### src/rtl/i2s_pkg.sv
// Shared constants, register map and FSM encoding for the I2S capture block.
package i2s_pkg;

    localparam int SAMPLE_W   = 24;
    localparam int FIFO_DEPTH = 4;
    localparam int PAIR_W     = 2 * SAMPLE_W;
    localparam int CNT_W      = $clog2(FIFO_DEPTH + 1);
    localparam int BITCNT_W   = $clog2(SAMPLE_W);

    localparam logic [1:0] REG_CTRL   = 2'd0;
    localparam logic [1:0] REG_LEFT   = 2'd1;
    localparam logic [1:0] REG_RIGHT  = 2'd2;
    localparam logic [1:0] REG_FRAMES = 2'd3;

    // Control/status bit positions in register 0.
    localparam int CTRL_ENABLE   = 0;
    localparam int CTRL_OVF      = 1;
    localparam int CTRL_FERR     = 2;
    localparam int CTRL_FLUSH    = 3;
    localparam int STAT_FILL_LSB = 3;
    localparam int STAT_EMPTY    = 6;

    typedef enum logic [1:0] {
        IDLE  = 2'd0,
        DELAY = 2'd1,
        SHIFT = 2'd2,
        PAD   = 2'd3
    } rx_state_t;

    function automatic logic [31:0] left_justify(input logic [SAMPLE_W-1:0] sample);
        return {sample, {(32 - SAMPLE_W){1'b0}}};
    endfunction

endpackage

### src/rtl/i2s_rx_if.sv
// Processor register bus for the I2S capture block.
// ram_read/ram_write are single-cycle strobes qualified by ram_address; there is no
// wait state, a write lands on the clock edge of its strobe and ram_readdata is
// valid combinationally in the same cycle as ram_address.
interface i2s_rx_if;
    logic [1:0]  ram_address;
    logic        ram_read;
    logic        ram_write;
    logic [31:0] ram_writedata;
    logic [31:0] ram_readdata;

    modport master (
        output ram_address, ram_read, ram_write, ram_writedata,
        input  ram_readdata
    );

    modport slave (
        input  ram_address, ram_read, ram_write, ram_writedata,
        output ram_readdata
    );
endinterface

### src/rtl/i2s_rx_stereo_fifo.sv
// Synchronous FIFO of left/right sample pairs; flush beats push and pop in the same cycle.
module stereo_fifo
    import i2s_pkg::*;
#(
    parameter int WIDTH = PAIR_W,
    parameter int DEPTH = FIFO_DEPTH
) (
    input  logic                         clk,
    input  logic                         rst,
    input  logic                         push,
    input  logic [WIDTH-1:0]             push_data,
    input  logic                         pop,
    input  logic                         flush,
    output logic [WIDTH-1:0]             head,
    output logic                         full,
    output logic                         empty,
    output logic [$clog2(DEPTH+1)-1:0]   count,
    output logic                         push_ok,
    output logic                         drop
);

    localparam int PTR_W = (DEPTH > 1) ? $clog2(DEPTH) : 1;
    localparam int CW    = $clog2(DEPTH + 1);

    logic [WIDTH-1:0] mem [DEPTH];
    logic [PTR_W-1:0] rd_ptr;
    logic [PTR_W-1:0] wr_ptr;
    logic             pop_ok;

    function automatic logic [PTR_W-1:0] ptr_inc(input logic [PTR_W-1:0] p);
        return (p == PTR_W'(DEPTH - 1)) ? '0 : p + PTR_W'(1);
    endfunction

    assign full  = (count == CW'(DEPTH));
    assign empty = (count == '0);
    assign head  = mem[rd_ptr];

    // A full FIFO still accepts a push when a pop frees the slot on the same edge.
    assign pop_ok  = pop && !empty && !flush;
    assign push_ok = push && !flush && (!full || pop_ok);
    assign drop    = push && !flush && full && !pop_ok;

    always_ff @(posedge clk) begin
        if (push_ok) begin
            mem[wr_ptr] <= push_data;
        end
    end

    always_ff @(posedge clk) begin
        if (rst || flush) begin
            rd_ptr <= '0;
            wr_ptr <= '0;
            count  <= '0;
        end else begin
            if (push_ok) wr_ptr <= ptr_inc(wr_ptr);
            if (pop_ok)  rd_ptr <= ptr_inc(rd_ptr);
            case ({push_ok, pop_ok})
                2'b10:   count <= count + CW'(1);
                2'b01:   count <= count - CW'(1);
                default: count <= count;
            endcase
        end
    end

endmodule

### src/rtl/i2s_rx.sv
// I2S receiver: resynchronises SCLK/LRCLK/Din, deserialises 24-bit stereo pairs into
// a FIFO and exposes them left-justified on a 2-bit-address register bus.
module i2s_rx
    import i2s_pkg::*;
(
    input  logic      CLK,
    input  logic      RESET,
    input  logic      SCLK,
    input  logic      LRCLK,
    input  logic      Din,
    i2s_rx_if.slave   bus,
    output rx_state_t fsm_state
);

    logic sclk_s1, sclk_s2, sclk_s3;
    logic lr_s1, lr_s2;
    logic din_s1, din_s2;
    logic lr_prev;
    logic sclk_rise;
    logic lr_edge;

    rx_state_t             state, state_next;
    logic [BITCNT_W-1:0]   bitcnt;
    logic [SAMPLE_W-1:0]   sr;
    logic [SAMPLE_W-1:0]   word;
    logic [SAMPLE_W-1:0]   left_hold;
    logic                  left_valid;
    logic                  push_req;
    logic                  shift_en;
    logic                  clear_bitcnt;
    logic                  word_done;
    logic                  truncate;

    logic        enable;
    logic        ovf;
    logic        ferr;
    logic [31:0] frames;
    logic        ctrl_wr;
    logic        flush;
    logic        pop;

    logic [PAIR_W-1:0] fifo_head;
    logic              fifo_full;
    logic              fifo_empty;
    logic [CNT_W-1:0]  fifo_count;
    logic              fifo_push_ok;
    logic              fifo_drop;
    logic              unused_wdata;

    // Synchronisers; the third SCLK flop only serves the rising-edge detect.
    always_ff @(posedge CLK) begin
        if (RESET) begin
            sclk_s1 <= 1'b0;
            sclk_s2 <= 1'b0;
            sclk_s3 <= 1'b0;
            lr_s1   <= 1'b0;
            lr_s2   <= 1'b0;
            din_s1  <= 1'b0;
            din_s2  <= 1'b0;
            lr_prev <= 1'b0;
        end else begin
            sclk_s1 <= SCLK;
            sclk_s2 <= sclk_s1;
            sclk_s3 <= sclk_s2;
            lr_s1   <= LRCLK;
            lr_s2   <= lr_s1;
            din_s1  <= Din;
            din_s2  <= din_s1;
            if (sclk_rise) lr_prev <= lr_s2;
        end
    end

    assign sclk_rise = sclk_s2 & ~sclk_s3;
    assign lr_edge   = lr_s2 != lr_prev;
    assign word      = {sr[SAMPLE_W-2:0], din_s2};
    assign fsm_state = state;

    always_ff @(posedge CLK) begin
        if (RESET) state <= IDLE;
        else       state <= state_next;
    end

    always_comb begin
        state_next   = state;
        shift_en     = 1'b0;
        clear_bitcnt = 1'b0;
        word_done    = 1'b0;
        truncate     = 1'b0;
        if (!enable) begin
            state_next = IDLE;
        end else if (sclk_rise) begin
            case (state)
                IDLE: begin
                    if (lr_edge && !lr_s2) state_next = DELAY;
                end
                DELAY: begin
                    state_next   = SHIFT;
                    clear_bitcnt = 1'b1;
                end
                SHIFT: begin
                    if (lr_edge) begin
                        truncate   = 1'b1;
                        state_next = DELAY;
                    end else begin
                        shift_en = 1'b1;
                        if (bitcnt == BITCNT_W'(SAMPLE_W - 1)) begin
                            word_done  = 1'b1;
                            state_next = PAD;
                        end
                    end
                end
                PAD: begin
                    if (lr_edge) state_next = DELAY;
                end
                default: state_next = IDLE;
            endcase
        end
    end

    // A right word only forms a pair with a left word captured earlier in the same frame.
    always_ff @(posedge CLK) begin
        if (RESET) begin
            bitcnt     <= '0;
            sr         <= '0;
            left_hold  <= '0;
            left_valid <= 1'b0;
            push_req   <= 1'b0;
        end else begin
            push_req <= 1'b0;
            if (clear_bitcnt)  bitcnt <= '0;
            else if (shift_en) bitcnt <= bitcnt + BITCNT_W'(1);
            if (shift_en) sr <= word;
            if (!enable) begin
                left_valid <= 1'b0;
            end else if (word_done) begin
                if (!lr_s2) begin
                    left_hold  <= word;
                    left_valid <= 1'b1;
                end else if (left_valid) begin
                    push_req   <= 1'b1;
                    left_valid <= 1'b0;
                end
            end
        end
    end

    assign ctrl_wr      = bus.ram_write && (bus.ram_address == REG_CTRL);
    assign flush        = ctrl_wr && bus.ram_writedata[CTRL_FLUSH];
    assign pop          = bus.ram_read && (bus.ram_address == REG_RIGHT);
    assign unused_wdata = ^bus.ram_writedata[31:4];

    stereo_fifo #(
        .WIDTH (PAIR_W),
        .DEPTH (FIFO_DEPTH)
    ) u_fifo (
        .clk       (CLK),
        .rst       (RESET),
        .push      (push_req),
        .push_data ({left_hold, sr}),
        .pop       (pop),
        .flush     (flush),
        .head      (fifo_head),
        .full      (fifo_full),
        .empty     (fifo_empty),
        .count     (fifo_count),
        .push_ok   (fifo_push_ok),
        .drop      (fifo_drop)
    );

    always_ff @(posedge CLK) begin
        if (RESET) begin
            enable <= 1'b0;
            ovf    <= 1'b0;
            ferr   <= 1'b0;
            frames <= '0;
        end else begin
            if (ctrl_wr) enable <= bus.ram_writedata[CTRL_ENABLE];
            if (fifo_drop)                                   ovf <= 1'b1;
            else if (ctrl_wr && bus.ram_writedata[CTRL_OVF]) ovf <= 1'b0;
            if (truncate)                                     ferr <= 1'b1;
            else if (ctrl_wr && bus.ram_writedata[CTRL_FERR]) ferr <= 1'b0;
            if (fifo_push_ok) frames <= frames + 32'd1;
        end
    end

    always_comb begin
        bus.ram_readdata = '0;
        case (bus.ram_address)
            REG_CTRL: begin
                bus.ram_readdata[CTRL_ENABLE]               = enable;
                bus.ram_readdata[CTRL_OVF]                  = ovf;
                bus.ram_readdata[CTRL_FERR]                 = ferr;
                bus.ram_readdata[STAT_FILL_LSB +: CNT_W]    = fifo_count;
                bus.ram_readdata[STAT_EMPTY]                = fifo_empty;
            end
            REG_LEFT: begin
                if (!fifo_empty) bus.ram_readdata = left_justify(fifo_head[PAIR_W-1 -: SAMPLE_W]);
            end
            REG_RIGHT: begin
                if (!fifo_empty) bus.ram_readdata = left_justify(fifo_head[SAMPLE_W-1:0]);
            end
            REG_FRAMES: bus.ram_readdata = frames;
            default:    bus.ram_readdata = '0;
        endcase
    end

endmodule

### src/flat_wrapper.sv
// flat-port wrapper written by rule: the top's interface ports become plain ports
module i2s_rx_flat import i2s_pkg::*;
  (CLK, RESET, SCLK, LRCLK, Din, fsm_state, bus_ram_address, bus_ram_read, bus_ram_write, bus_ram_writedata, bus_ram_readdata);
  i2s_rx_if bus_i ();
  input  logic CLK;
  input  logic RESET;
  input  logic SCLK;
  input  logic LRCLK;
  input  logic Din;
  output rx_state_t fsm_state;
  input wire logic [$bits(bus_i.ram_address)-1:0] bus_ram_address;
  input wire logic [$bits(bus_i.ram_read)-1:0] bus_ram_read;
  input wire logic [$bits(bus_i.ram_write)-1:0] bus_ram_write;
  input wire logic [$bits(bus_i.ram_writedata)-1:0] bus_ram_writedata;
  output wire logic [$bits(bus_i.ram_readdata)-1:0] bus_ram_readdata;
  assign bus_i.ram_address = bus_ram_address;
  assign bus_i.ram_read = bus_ram_read;
  assign bus_i.ram_write = bus_ram_write;
  assign bus_i.ram_writedata = bus_ram_writedata;
  assign bus_ram_readdata = bus_i.ram_readdata;
  i2s_rx u_core (.CLK(CLK), .RESET(RESET), .SCLK(SCLK), .LRCLK(LRCLK), .Din(Din), .bus(bus_i), .fsm_state(fsm_state));
endmodule
### config.mk
export PLATFORM = sky130hd
export DESIGN_NAME = i2s_rx_flat
export DESIGN_NICKNAME = d
export VERILOG_FILES = /design/src/rtl/i2s_pkg.sv /design/src/rtl/i2s_rx_if.sv /design/src/rtl/i2s_rx_stereo_fifo.sv /design/src/rtl/i2s_rx.sv /design/src/flat_wrapper.sv
export SDC_FILE = /design/constraint.sdc
export NUM_CORES = 1
export LEC_CHECK = 0
export CORE_MARGIN = 4
export CORE_UTILIZATION = 40
export CTS_CLUSTER_DIAMETER = 50
export CTS_CLUSTER_SIZE = 8
export DETAILED_ROUTE_END_ITERATION = 10
export GPL_TIMING_DRIVEN = 0
export PLACE_DENSITY = 0.65
export SYNTH_ARGS = -nofsm -noshare
export SYNTH_HDL_FRONTEND = slang
export SYNTH_SLANG_ARGS = --single-unit
export TNS_END_PERCENT = 100
### constraint.sdc
create_clock -name CLK -period 8.1 [get_ports CLK]
set_input_delay 1.62 -clock CLK [delete_from_list [all_inputs] [get_ports CLK]]
set_output_delay 1.62 -clock CLK [all_outputs]
set_load 0.1 [all_outputs]
==> run_results.csv, run 1 <==
group,metric,value,unit
global_route,grt-busiest-layer,"met2",
timing,setup_tns,0,ps
routing,routed_via_density,5.55,
layout,fill_cells,2684,
layout,drive_gt1_share,8.24,%
timing,final_period_minus_worst_setup_slack,6890,ps
timing,post-route-period-util,85.1,%
routing,drc,0,
global_route,gr_met2_demand_resource,29.7,%
die,start_util,40.5,%
routing,drt_first_pass_iters,5,
synth,yosysUniqueCellTypes,58,
synth,netlist.area_leader.share,46.5,%
timing,hold_ws,434,ps
worst_hold_path,worstHoldPathType,"reg -> reg",
die,die_w,184,um
synth,synthDominantAreaCellType,"sky130_fd_sc_hd__edfxtp_1",
timing,max_slew.worst_pin.slew,990,ps
clock_tree,cts.sink_count,301,
critical_path,arrival_time_at_the_worst_endpoint,5270,ps
critical_path,cp.required,6480,ps
critical_path,cp_max_stage_delay,1000,ps
clock_tree,postCtsSetupRepairBufs,0,
layout,finalNonFillerCells,1500,
die,rows,64,
timing,timing.final.max_slew_violations,0,
clock_tree,clock_tree.root_cell,"sky130_fd_sc_hd__clkbuf_16",
global_route,globalRouteMet3Util,3.07,%
place,buffer_ports.inserted,44,
clock_tree,insertion_delay,530,ps
power_and_ir_drop,power_density,226,nW/um^2
timing,hold_violations,0,
power_and_ir_drop,worst_ir_drop_vdd,153,uV
synth,synthCells,981,
global_route,via_count_of_the_first_global_routing_pass,8147,
critical_path,critical_path_class,"in -> out",
routing,final_antenna_net_count,0,
timing,skew,10.5,ps
synth,synth_seq_cells,301,
global_route,grt_use_total,18.2,%
critical_path,crit_fanout,10,
routing,drt-initial-drc-count,732,
synth,edff_count_synth,192,
clock_tree,clkTransAtPathRegs,40,ps
place,post-dp-hpwl,19800,um
routing,routedWlPerCell,20.7,um
synth,top_count_cell_post_synth,"sky130_fd_sc_hd__edfxtp_1",
clock_tree,cts_hold_repair.buffers,0,
die,die-height,184,um
global_route,global_route_wire_length_before_repair,47700,um
synth,ys.warnings.count,0,
layout,nNetsFinal,1126,
critical_path,startpoint_type,"input port",
timing,final-setup-viol-count,0,
routing,finalWirelength,31100,um
flow_run,max_cap_viol_count,0,
global_route,overflow,0,
synth,syn_avg_cell_area,12.6,sq um
clock_tree,post_cts.resized_instances,0,
synth,synth_seq_area_share,64.1,%
layout,antenna-diode-count,0,
clock_tree,cts_htree_levels,2,
layout,synthesis_to_finish_area_growth,17.9,%
critical_path,path_cells,"clkdlybuf4s50_1, nand2b_1, clkbuf_1, buf_1, o22ai_1, o21ai_0, o21ai_0, clkdlybuf4s50_1",
global_route,antenna_found_initial,0,
timing,fmax,145,MHz
critical_path,timing.critical_path.slowest_stage_cell,"sky130_fd_sc_hd__clkdlybuf4s50_1",
place,dpl.cell_count,1423,
clock_tree,clk_path_buf_depth,3,
clock_tree,cts_inserted_buffers,43,
place,globalplace.congestion,0.814,
die,coreArea,30600,sq um
die,die_area,33900,sq um
synth,synthTopCellsByCount,"sky130_fd_sc_hd__edfxtp_1, sky130_fd_sc_hd__mux2i_1, sky130_fd_sc_hd__dfxtp_1, sky130_fd_sc_hd__nand2_1, sky130_fd_sc_hd__o21ai_0",
timing,slew_headroom,33.8,%
timing,rsz0062_at_grt,"no",
synth,synthesis.area,12400,sq um
global_route,pin_count_of_the_biggest_net_entering_global_routing,49,
routing,route.vias.total,8320,
run_status,status,"finished clean",
synth,dominantRegCellSynth,"sky130_fd_sc_hd__edfxtp_1",
critical_path,endpoint_kind,"output pin",
clock_tree,tritoncts,"built",
power_and_ir_drop,leakage,4.51,nW
global_route,met1_usage,24.5,%
synth,syn_nets,1035,
die,boundary_pins,75,
synth,leading_cell_types_by_total_area_after_synthesis,"sky130_fd_sc_hd__edfxtp_1, sky130_fd_sc_hd__dfxtp_1, sky130_fd_sc_hd__mux2i_1, sky130_fd_sc_hd__nand2_1, sky130_fd_sc_hd__o21ai_0",
synth,postSynth.asyncResetShare,0,%
## critical path, delay by kind of cell
kind | cells | cell delay (ps)
AO/OA/AOI/OAI | 3 | 690
buffers and inverters | 4 | 2700
AND/OR/NAND/NOR | 1 | 250
## logic make-up (layout without fill, tap and decap cells)
family	Yosys count	in the layout	synth area share, %
AOI/OAI and AO/OA	191	191	9.66
xor gates and xnor gates	5	5	0.353
adders and majority gates	13	13	1.37
buffers and inverters	72	195	2.45
DFF	301	301	64.1
muxes	137	137	11.2
and+or+nand+nor	262	262	10.9
## path summary, 6_finish.rpt
check / start / to / slack, ps / cells after the start
setup / recovery: bus_ram_address[0] / bus_ram_readdata[11] / 1210 / 8
hold / removal: u_core.din_s1 / u_core.din_s2 / 430 / 1
setup reg to reg: u_core.lr_s2 / u_core.left_hold[14] / 5470 / 7
hold reg to reg: u_core.din_s1 / u_core.din_s2 / 430 / 1
## flip-flops by register name, summed over array words and instances, names as in the netlist, 2 cells and up, named ones only
name	count
u_core.u_fifo.mem	192
u_core.frames	32
u_core.left_hold	24
u_core.sr	24
u_core.bitcnt	5
u_core.u_fifo.count	3
u_core.fsm_state	2
u_core.u_fifo.rd_ptr	2
u_core.u_fifo.wr_ptr	2
## cells in the final DEF (no fill, tap or decap), types with 5 or more instances in the layout
cell / instances
sky130_fd_sc_hd__edfxtp_1: 192
sky130_fd_sc_hd__mux2i_1: 127
sky130_fd_sc_hd__dfxtp_1: 109
sky130_fd_sc_hd__nand2_1: 103
sky130_fd_sc_hd__clkbuf_1: 70
sky130_fd_sc_hd__o21ai_0: 54
sky130_fd_sc_hd__a21oi_1: 53
sky130_fd_sc_hd__nor2_1: 47
sky130_fd_sc_hd__clkdlybuf4s50_1: 44
sky130_fd_sc_hd__clkbuf_16: 43
sky130_fd_sc_hd__o22ai_1: 24
sky130_fd_sc_hd__o221ai_1: 24
sky130_fd_sc_hd__nor2b_1: 19
sky130_fd_sc_hd__or4_1: 18
sky130_fd_sc_hd__o31ai_1: 16
sky130_fd_sc_hd__nand3_1: 13
sky130_fd_sc_hd__buf_2: 13
sky130_fd_sc_hd__ha_1: 12
sky130_fd_sc_hd__inv_1: 11
sky130_fd_sc_hd__nor4_1: 10
sky130_fd_sc_hd__mux2_2: 10
sky130_fd_sc_hd__or3_1: 9
sky130_fd_sc_hd__a22o_1: 7
sky130_fd_sc_hd__nand4_1: 7
sky130_fd_sc_hd__nand2b_1: 5
## metal layers
metal	up-vias	routed length, um
met5	-	0
met4	0	1060
met3	72	1770
met2	283	14700
met1	4067	13500
li1	3898	-
## final cells by class
cell class	count	area [sq um]	share of cell area (%)
Sequential cell	301	7950	54.4
Buffer	61	263	1.80
Timing Repair Buffer	46	488	3.34
Clock buffer	75	1200	8.18
Inverter	11	41.3	0.282
Tap cell	396	495	3.39
Clock inverter	2	28.8	0.197
Multi-Input combinational cell	608	4160	28.4
## where the power goes
group          switching [mW]  total (mW)  internal, mW
Sequential            0.00105        1.62          1.62
Combinational          0.0426      0.0582        0.0156
Clock                   0.627        1.62         0.993
## per-stage QoR
stage	instance area, sq um	power (mW)	utilization, %	worst slack, ps
after floorplan	12400	1.68	-	1790
after global placement	13300	1.70	43.6	1290
after detailed placement	13400	1.71	43.8	1290
after CTS	14600	3.32	47.8	1280
after global routing	14600	3.40	47.8	1080
final	14600	3.30	47.8	1210
Note: power is estimated with default switching activity, not from simulation.
==> run 2: changes to the inputs <==
--- a/config.mk
+++ b/config.mk
@@ -5,13 +5,14 @@
 export SDC_FILE = /design/constraint.sdc
 export NUM_CORES = 1
 export LEC_CHECK = 0
+export CORE_ASPECT_RATIO = 0.75
 export CORE_MARGIN = 4
 export CORE_UTILIZATION = 40
 export CTS_CLUSTER_DIAMETER = 50
 export CTS_CLUSTER_SIZE = 8
 export DETAILED_ROUTE_END_ITERATION = 10
 export GPL_TIMING_DRIVEN = 0
-export PLACE_DENSITY = 0.65
+export PLACE_DENSITY_LB_ADDON = 0.05
 export SYNTH_ARGS = -nofsm -noshare
 export SYNTH_HDL_FRONTEND = slang
 export SYNTH_SLANG_ARGS = --single-unit
==> run 2 against run 1 <==
Wire length rose by 7.7%; largest cell class unchanged; highest routed layer unchanged; clock power rose by 6%; clock skew up 4.2 ps; combinational power grew 8.9%.
==> run_results.csv, run 2 (synthesis gave the netlist of run 1 again) <==
group,metric,value,unit
timing,slew_headroom,30.5,%
worst_hold_path,worstHoldEndpoint,"u_core.din_s2",
critical_path,critical_path_class,"in -> out",
timing,final_period_minus_worst_setup_slack,7390,ps
run_status,status,"finished clean",
place,dpl.cell_count,1424,
critical_path,cp_num_buf_inv,4,
critical_path,r2r_startpoint,"u_core.lr_s2",
power_and_ir_drop,leakage,4.53,nW
layout,regMostFlops,"u_core.u_fifo.mem",
global_route,grt_use_total,19.7,%
clock_tree,cts_inserted_buffers,44,
layout,synthesis_to_finish_area_growth,18.2,%
timing,timing.final.max_slew_violations,0,
layout,drive_gt1_share,8.51,%
routing,routedWlPerCell,22.3,um
timing,hold_violations,0,
power_and_ir_drop,p_switching,0.700,mW
layout,top_library_cells_by_usage_in_the_layout_fill_and_taps_aside,"sky130_fd_sc_hd__edfxtp_1, sky130_fd_sc_hd__mux2i_1, sky130_fd_sc_hd__dfxtp_1",
die,die-height,160,um
worst_hold_path,hold_path_depth,1,
place,buffer_ports.inserted,44,
clock_tree,insertion_delay,540,ps
routing,routed_via_density,5.48,
routing,drc,0,
critical_path,path_delay_family,"buffers and inverters",
timing,max_slew.worst_pin.slew,1040,ps
clock_tree,post_cts.resized_instances,0,
layout,biggestRegsByFlops,"u_core.u_fifo.mem (192), u_core.frames (32)",
global_route,via_count_of_the_first_global_routing_pass,8077,
layout,fill_cells,2727,
layout,layout_commonest_cell,"sky130_fd_sc_hd__edfxtp_1",
critical_path,timing.critical_path.depth,8,
power_and_ir_drop,p_int,2.69,mW
place,post-dp-hpwl,21300,um
critical_path,reg2reg_slack,5370,ps
timing,final-setup-viol-count,0,
place,globalplace.congestion,0.807,
timing,setup_tns,0,ps
power_and_ir_drop,fin_total_pwr,3.39,mW
critical_path,timing.critical_path.slowest_stage_cell,"sky130_fd_sc_hd__clkdlybuf4s50_1",
clock_tree,clkTransAtPathRegs,50,ps
critical_path,startpoint_type,"input port",
die,start_util,40.9,%
power_and_ir_drop,power_frac_clock,50.4,%
critical_path,arrival_time_at_the_worst_endpoint,5770,ps
power_and_ir_drop,pwr-share-seq,47.7,%
worst_hold_path,worstHoldStart,"u_core.din_s1",
clock_tree,postCtsSetupRepairBufs,0,
routing,drt-initial-drc-count,610,
die,die_w,211,um
critical_path,cp_max_stage_delay,1020,ps
critical_path,endpoint_kind,"output pin",
critical_path,path_cells,"clkdlybuf4s50_1, nand2b_1, clkbuf_1, clkbuf_1, o22ai_1, o21ai_0, o21ai_0, clkdlybuf4s50_1",
power_and_ir_drop,power_density,231,nW/um^2
global_route,pin_count_of_the_biggest_net_entering_global_routing,49,
routing,final_antenna_net_count,0,
clock_tree,cts_hold_repair.buffers,0,
critical_path,crit_fanout,10,
timing,skew,14.7,ps
clock_tree,clock_tree.root_cell,"sky130_fd_sc_hd__clkbuf_16",
layout,nNetsFinal,1125,
power_and_ir_drop,power_frac_comb,1.9,%
global_route,overflow,0,
power_and_ir_drop,power.share.switching,20.6,%
die,die_area,33900,sq um
clock_tree,cts_htree_levels,2,
worst_hold_path,worstHoldPathType,"reg -> reg",
global_route,global_route_wire_length_before_repair,50700,um
timing,rsz0062_at_grt,"no",
die,rows,55,
die,boundary_pins,75,
timing,fmax,135,MHz
routing,route.vias.total,8237,
critical_path,ff2ff_path_depth,7,
clock_tree,clk_path_buf_depth,3,
timing,post-route-period-util,91.3,%
power_and_ir_drop,worst_ir_drop_vdd,138,uV
flow_run,max_cap_viol_count,0,
routing,finalWirelength,33500,um
global_route,antenna_found_initial,1,
critical_path,rr_endpoint,"u_core.left_hold[23]",
layout,finalNonFillerCells,1504,
clock_tree,tritoncts,"built",
layout,largest_reg_flops,192,
clock_tree,cts.sink_count,301,
critical_path,cp.required,6480,ps
die,coreArea,30300,sq um
routing,drt_first_pass_iters,4,
-- run 2: through the flow --
stage               hold slack (ps)  utilization (%)  instance area (sq um)  worst slack, ps
finish                          433             48.3                  14700              709
global route                    452             48.3                  14700              668
CTS                             440             48.3                  14700              760
detailed placement              431             44.0                  13400              746
global placement                420             44.0                  13300              727
floorplan                       414                -                  12400             1790
-- run 2: how the worst max path moves through the flow --
stage,start,endpoint,slack (ps)
floorplan,bus_ram_address[1],bus_ram_readdata[30],1790
global placement,bus_ram_address[0],bus_ram_readdata[26],730
detailed placement,bus_ram_address[0],bus_ram_readdata[26],750
CTS,bus_ram_address[0],bus_ram_readdata[26],760
global route,bus_ram_address[0],bus_ram_readdata[26],670
finish,bus_ram_address[0],bus_ram_readdata[26],710
-- run 2: worst register-to-register path: stages (launching register included) --
cell,delay (ps)
sky130_fd_sc_hd__dfxtp_1,440
sky130_fd_sc_hd__inv_1,70
sky130_fd_sc_hd__ha_1,350
sky130_fd_sc_hd__inv_1,170
sky130_fd_sc_hd__nor4_4,860
sky130_fd_sc_hd__buf_4,420
sky130_fd_sc_hd__mux2i_1,230
sky130_fd_sc_hd__nor2_1,50
-- run 2: layer usage --
metal	vias up	part of all wire [%]	global-route usage (%)
met3	51	5.1	3.67
li1	3903	-	-
met2	204	43	28.9
met1	4079	50	30.3
met5	-	0	0
met4	0	1.8	4.92
-- run 2: power groups by stage --
stage	Sequential, mW	Combinational, mW	Clock [mW]
floorplan	1.65	0.0316	0
finish	1.62	0.0634	1.71
global route	1.62	0.0673	1.83
CTS	1.62	0.0634	1.75
global placement	1.65	0.0633	0
detailed placement	1.65	0.0632	0
-- run 2: final cells by class --
| type | count | area, sq um | area share (%) |
|---|---|---|---|
| diodes | 1 | 2.50 | 0.0171 |
| plain buffers | 61 | 263 | 1.79 |
| clock buffers | 77 | 1280 | 8.71 |
| clock inverters | 2 | 25.0 | 0.171 |
| inverters | 11 | 41.3 | 0.282 |
| multi-input cells | 608 | 4160 | 28.4 |
| flip-flops and latches | 301 | 7950 | 54.2 |
| well taps | 399 | 499 | 3.41 |
| repair buffers | 44 | 440 | 3.01 |
==> run 3: changes to the inputs <==
--- a/config.mk
+++ b/config.mk
@@ -5,6 +5,7 @@
 export SDC_FILE = /design/constraint.sdc
 export NUM_CORES = 1
 export LEC_CHECK = 0
+export CAP_MARGIN = 20
 export CORE_ASPECT_RATIO = 0.75
 export CORE_MARGIN = 4
 export CORE_UTILIZATION = 40
==> constraint.sdc (replaced) <==
create_clock -name CLK -period 8.4 [get_ports CLK]
set_input_delay 1.68 -clock CLK [delete_from_list [all_inputs] [get_ports CLK]]
set_output_delay 1.68 -clock CLK [all_outputs]
set_load 0.1 [all_outputs]
==> results of run 3 <==
The final DEF is identical to that of run 2. Status: finished clean.
Among the figures that moved: setup slack after placement 746 ps -> 926 ps; setup slack after layout 709 ps -> 889 ps; register-to-register setup slack 5370 ps -> 5670 ps; total power 3.39 mW -> 3.27 mW; worst IR drop on VDD 138 uV -> 133 uV
